===== src/rtl/lcd_pkg.sv =====
// Shared constants, types and the per-segment decay step for the LCD deflicker scheduler.
package lcd_pkg;

  localparam int unsigned MAX_X_SEGMENT     = 9;
  localparam int unsigned MAX_Y_SEGMENT     = 16;
  localparam int unsigned MAX_Z_SEGMENT     = 4;
  localparam int unsigned DECAY_MAX         = 31;
  localparam int unsigned DECAY_MIN_DISPLAY = 16;
  localparam int unsigned N_SEGMENTS        = MAX_X_SEGMENT * MAX_Y_SEGMENT * MAX_Z_SEGMENT;
  localparam int unsigned IDX_W             = 10;
  localparam int unsigned DECAY_W           = 5;

  typedef logic [IDX_W-1:0]   seg_idx_t;
  typedef logic [DECAY_W-1:0] decay_t;

  localparam seg_idx_t LAST_IDX = seg_idx_t'(N_SEGMENTS - 1);

  typedef enum logic [1:0] {
    INIT  = 2'd0,
    IDLE  = 2'd1,
    SWEEP = 2'd2
  } sched_state_t;

  typedef struct packed {
    decay_t next_d;
    logic   disp;
  } decay_step_t;

  // Saturating step; the display bit is taken from the old value so the display lags one tick.
  function automatic decay_step_t decay_step(decay_t d, logic raw);
    decay_step_t r;
    r.next_d = d;
    if (raw && (d < decay_t'(DECAY_MAX))) begin
      r.next_d = d + decay_t'(1);
    end else if (!raw && (d != decay_t'(0))) begin
      r.next_d = d - decay_t'(1);
    end
    r.disp = (d > decay_t'(DECAY_MIN_DISPLAY));
    return r;
  endfunction

endpackage


===== src/rtl/lcd_decay_scheduler.sv =====
// Sweeps all segments through a shared decay RAM on each deflicker tick and fills the
// back bank of a double-buffered display RAM; banks swap on vblank once a sweep completes.
module lcd_decay_scheduler
  import lcd_pkg::*;
(
  input  logic         clk,
  input  logic         reset,
  input  logic         divider_1khz,
  input  logic         vblank_int,
  output logic [9:0]   raw_addr,
  input  logic         raw_bit,
  output logic [9:0]   decay_rd_addr,
  input  logic [4:0]   decay_rd_data,
  output logic         decay_wr_en,
  output logic [9:0]   decay_wr_addr,
  output logic [4:0]   decay_wr_data,
  output logic         disp_wr_en,
  output logic         disp_wr_bank,
  output logic [9:0]   disp_wr_addr,
  output logic         disp_wr_data,
  output logic         display_bank,
  output logic         busy,
  output logic         overrun
);

  sched_state_t state_q, state_d;
  seg_idx_t     idx_q, idx_d;
  seg_idx_t     wr_addr_q, wr_addr_d;
  logic         div_q, vb_q;
  logic         tick_pending_q, tick_pending_d;
  logic         swap_pending_q, swap_pending_d;
  logic         overrun_q, overrun_d;
  logic         display_bank_q, display_bank_d;
  logic         raw_q, raw_d;
  logic         wr_vld_q, wr_vld_d;
  logic         wr_init_q, wr_init_d;
  logic         wr_bank_q, wr_bank_d;
  logic         busy_q, busy_d;
  logic         div_rise, vb_rise, sweep_start, last_write;
  decay_step_t  step_r;

  assign div_rise   = divider_1khz & ~div_q;
  assign vb_rise    = vblank_int & ~vb_q;
  assign last_write = wr_vld_q & ~wr_init_q & (wr_addr_q == LAST_IDX);

  // Next-state: index sequencing, S0->S1 pipeline, tick and bank bookkeeping.
  always_comb begin
    state_d        = state_q;
    idx_d          = idx_q;
    wr_addr_d      = wr_addr_q;
    wr_bank_d      = wr_bank_q;
    wr_vld_d       = 1'b0;
    wr_init_d      = 1'b0;
    raw_d          = raw_q;
    tick_pending_d = tick_pending_q;
    swap_pending_d = swap_pending_q;
    overrun_d      = overrun_q;
    display_bank_d = display_bank_q;
    sweep_start    = 1'b0;

    case (state_q)
      INIT: begin
        wr_vld_d  = 1'b1;
        wr_init_d = 1'b1;
        wr_addr_d = idx_q;
        wr_bank_d = 1'b0;
        if (idx_q == LAST_IDX) begin
          idx_d   = seg_idx_t'(0);
          state_d = IDLE;
        end else begin
          idx_d = idx_q + seg_idx_t'(1);
        end
      end
      IDLE: begin
        if (tick_pending_q) begin
          sweep_start = 1'b1;
          idx_d       = seg_idx_t'(0);
          state_d     = SWEEP;
        end
      end
      SWEEP: begin
        raw_d     = raw_bit;
        wr_vld_d  = 1'b1;
        wr_addr_d = idx_q;
        wr_bank_d = ~display_bank_q;
        if (idx_q == LAST_IDX) begin
          idx_d   = seg_idx_t'(0);
          state_d = IDLE;
        end else begin
          idx_d = idx_q + seg_idx_t'(1);
        end
      end
      default: begin
        idx_d   = seg_idx_t'(0);
        state_d = INIT;
      end
    endcase

    if (sweep_start) tick_pending_d = 1'b0;
    if (div_rise) begin
      if (tick_pending_q && !sweep_start) overrun_d = 1'b1;
      tick_pending_d = 1'b1;
    end

    // A swap needs a finished sweep and a quiet pipeline; vblank edges are not queued.
    if (last_write) begin
      swap_pending_d = 1'b1;
    end else if (vb_rise && swap_pending_q && (state_q == IDLE) && !wr_vld_q) begin
      display_bank_d = ~display_bank_q;
      swap_pending_d = 1'b0;
    end

    busy_d = (state_d != IDLE) | wr_vld_d;
  end

  always_ff @(posedge clk) begin
    if (reset) begin
      state_q        <= INIT;
      idx_q          <= seg_idx_t'(0);
      wr_addr_q      <= seg_idx_t'(0);
      wr_bank_q      <= 1'b0;
      wr_vld_q       <= 1'b0;
      wr_init_q      <= 1'b0;
      raw_q          <= 1'b0;
      div_q          <= 1'b0;
      vb_q           <= 1'b0;
      tick_pending_q <= 1'b0;
      swap_pending_q <= 1'b0;
      overrun_q      <= 1'b0;
      display_bank_q <= 1'b0;
      busy_q         <= 1'b1;
    end else begin
      state_q        <= state_d;
      idx_q          <= idx_d;
      wr_addr_q      <= wr_addr_d;
      wr_bank_q      <= wr_bank_d;
      wr_vld_q       <= wr_vld_d;
      wr_init_q      <= wr_init_d;
      raw_q          <= raw_d;
      div_q          <= divider_1khz;
      vb_q           <= vblank_int;
      tick_pending_q <= tick_pending_d;
      swap_pending_q <= swap_pending_d;
      overrun_q      <= overrun_d;
      display_bank_q <= display_bank_d;
      busy_q         <= busy_d;
    end
  end

  // S1 write data follows the RAM read port directly, which is valid one cycle after S0.
  assign step_r        = decay_step(decay_rd_data, raw_q);
  assign raw_addr      = idx_q;
  assign decay_rd_addr = idx_q;
  assign decay_wr_en   = wr_vld_q;
  assign decay_wr_addr = wr_addr_q;
  assign decay_wr_data = (wr_vld_q & ~wr_init_q) ? step_r.next_d : decay_t'(0);
  assign disp_wr_en    = wr_vld_q;
  assign disp_wr_bank  = wr_bank_q;
  assign disp_wr_addr  = wr_addr_q;
  assign disp_wr_data  = wr_vld_q & ~wr_init_q & step_r.disp;
  assign display_bank  = display_bank_q;
  assign busy          = busy_q;
  assign overrun       = overrun_q;

endmodule


===== config.mk =====
export PLATFORM = sky130hd
export DESIGN_NAME = lcd_decay_scheduler
export DESIGN_NICKNAME = d
export VERILOG_FILES = /design/src/rtl/lcd_pkg.sv /design/src/rtl/lcd_decay_scheduler.sv
export SDC_FILE = /design/constraint.sdc
export NUM_CORES = 1
export LEC_CHECK = 0
export BUFFER_PORTS_ARGS = -buffer_cell sky130_fd_sc_hd__buf_2
export CORE_MARGIN = 2
export CORE_UTILIZATION = 30
export DETAILED_ROUTE_END_ITERATION = 8
export PLACE_DENSITY = 0.53
export SLEW_MARGIN = 25
export SYNTH_ARGS = -nofsm -noshare
export SYNTH_HDL_FRONTEND = slang
export SYNTH_SLANG_ARGS = --single-unit

===== constraint.sdc =====
create_clock -name clk -period 7 [get_ports clk]
set_clock_uncertainty 0.15 [all_clocks]
set_input_delay 2.1 -clock clk [delete_from_list [all_inputs] [get_ports clk]]
set_output_delay 2.1 -clock clk [all_outputs]
set_load 0.01 [all_outputs]

==> metrics.cfg <==
[sta]
setup_viol=0
whs_ns=0.308
slew_headroom=0.402
period_needed_ns=5.81
tightest_slew_ns=0.896
fin_crit_sh=0.830
slew_violations=0
timing.setup.tns_ns=0
clock.fmax_ghz=0.172
rsz0062_at_grt=no
hold_violations=0

[placed_design]
dpl.hpwl_um=2810
post-place-cells=302
gp_congestion=0.889
port_buffers=61

[setup_path]
cp_max_fo=5
start_kind=primary input
crit_arrival_ns=3.56
cp-end-kind=output pin
cp-startpoint=decay_rd_data[0]
r2r_start=state_q[0]
required_ns=4.75
path_class=primary input to output pin

[pwr]
seqPwrFrac=0.537
irDropWorstVdd_uv=77.8
p_switching_uw=91.9
switching_share=0.250
power_frac_comb=0.092
p_int_uw=276
clkPwrFrac=0.371
power_per_cell_area_nw_per_um2=183
p_leak_nw=0.908

[floorplan]
row_count=27
io_pins=62
die_area_sq_um=6400
die_w_um=80.0
start_util=0.313
core-area_sq_um=5540
die_h_um=80.0

[global_routing]
gr-total-overflow=0
grt_max_degree=24
antenna_found_initial=0
grt_pass1_vias=1310
grt_first_pass_wirelength_um=6520
grt_usage=0.131

[hold_path]
hold_path_class=flop to flop
worstHoldStart=swap_pending_q

[yosys]
syn_inst=198
synth_area_sq_um=1730
synth.most_common_cell=dfxtp_1
ys_warn_count=0
yosysTopAreaCellShare=0.381
mappedNetlistNets=212
synth_largest_area_cell=dfxtp_1
synth_area_leaders=dfxtp_1, buf_4, mux2i_1, nor2_1, ha_1
ys_async_sr_fraction=0
ys_types=42
avgSynthCellArea_sq_um=8.76
ys.flop_type=dfxtp_1
ys_seq_area_frac=0.381
synth_common_cells=dfxtp_1, nor2_1, buf_4
synth-edff-count=0
ys_seq_elements=33

[detailed_routing]
post-route-drc-count=0
finalWirelength_um=3900
final_antenna_net_count=0
vias=1453
wire_per_inst_um=12.6
first_iter_violations=49
viasPerCell=4.69
dr.pass1.iters=4

[cells_and_area]
instances_no_fill=310
drive_above_1_share=0.303
insertedDiodeCount=0
area_growth_pct=15.8
final_net_count=251

[clock_network]
clkSinkCount=33
clk_pin_slew_worst_paths_ns=0.07
clock_path_buffers=2
cts_resized=0
cts_tree=done
cts_setup_buffers=0
hold_buffers=0
clock-root-buffer=clkbuf_8
h-tree-depth=2
worstSkewPairLatency_ns=0.28
numCtsBuffers=5

[flow_run]
maxCapViolCount=0

[outcome]
status=finished, final reports clean

-- layout by cell type (no fill, tap or decap), drive strengths merged, types with 4 or more instances in the layout --
cell type,instances
inv,5
nor3,7
nand3,5
o21ai,9
nand2,11
nand2b,5
buf,61
ha,4
a21oi,6
dfxtp,33
mux2i,13
nor2b,4
nor2,25
clkbuf,6
-- kinds of logic (layout without fill, tap and decap cells) --
group	Yosys count	in the layout	synth area share
xor gates and xnor gates	2	2	0.0101
DFF	33	33	0.381
buffers and inverters	34	74	0.128
AOI/OAI and AO/OA	36	36	0.146
and+or+nand+nor	76	76	0.230
adders and majority gates	4	4	0.0289
muxes	13	13	0.0750
-- path summary, 6_finish.rpt --
| kind | to | slack [ns] | cells past startpoint |
|---|---|---|---|
| hold reg to reg | swap_pending_q | 0.31 | 2 |
| setup reg to reg | decay_rd_addr[7] | 4.68 | 5 |
| setup / recovery | decay_wr_data[4] | 1.19 | 8 |
| hold / removal | swap_pending_q | 0.31 | 2 |
-- per-stage QoR --
stage	setup slack [ns]	power [mW]	utilization	cell area (sq um)
6_report	1.19	0.368	0.362	2010
5_1_grt	1.07	0.386	0.362	2010
4_1_cts	1.22	0.372	0.362	2010
3_5_place_dp	1.23	0.236	0.348	1930
3_3_place_gp	1.25	0.236	0.348	1930
2_1_floorplan	1.49	0.224	-	1730
-- layout make-up --
cell class,instances,area [sq um]
fill,609,3530
multi-input combinational,131,851
sequential,33,661
timing repair buffer,61,305
tap,72,90.1
clock buffer,6,72.6
inverter,5,18.8
clock inverter,2,10.0
-- per-layer routing --
metal / vias up / part of all wire / track usage
li1: 747 / - / -
met1: 658 / 0.52 / 0.183
met2: 41 / 0.42 / 0.189
met3: 7 / 0.048 / 0.0283
met4: 0 / 0.018 / 0.0610
met5: - / 0 / 0
-- power by group through the flow --
stage / clock network [mW] / registers, mW / logic [mW]
finish: 0.136 / 0.197 / 0.0340
global route: 0.149 / 0.198 / 0.0388
CTS: 0.140 / 0.198 / 0.0344
detailed placement: 0 / 0.202 / 0.0343
global placement: 0 / 0.202 / 0.0345
floorplan: 0 / 0.202 / 0.0225
-- worst max-delay path, cell delays in order --
cell and delay [ns]:
buf_2 0.12, inv_1 0.07, ha_1 0.21, nor4b_2 0.18, nor3b_1 0.35, a22o_1 0.22
mux2i_1 0.17, buf_2 0.14
Power figures use the tool's default switching activity.
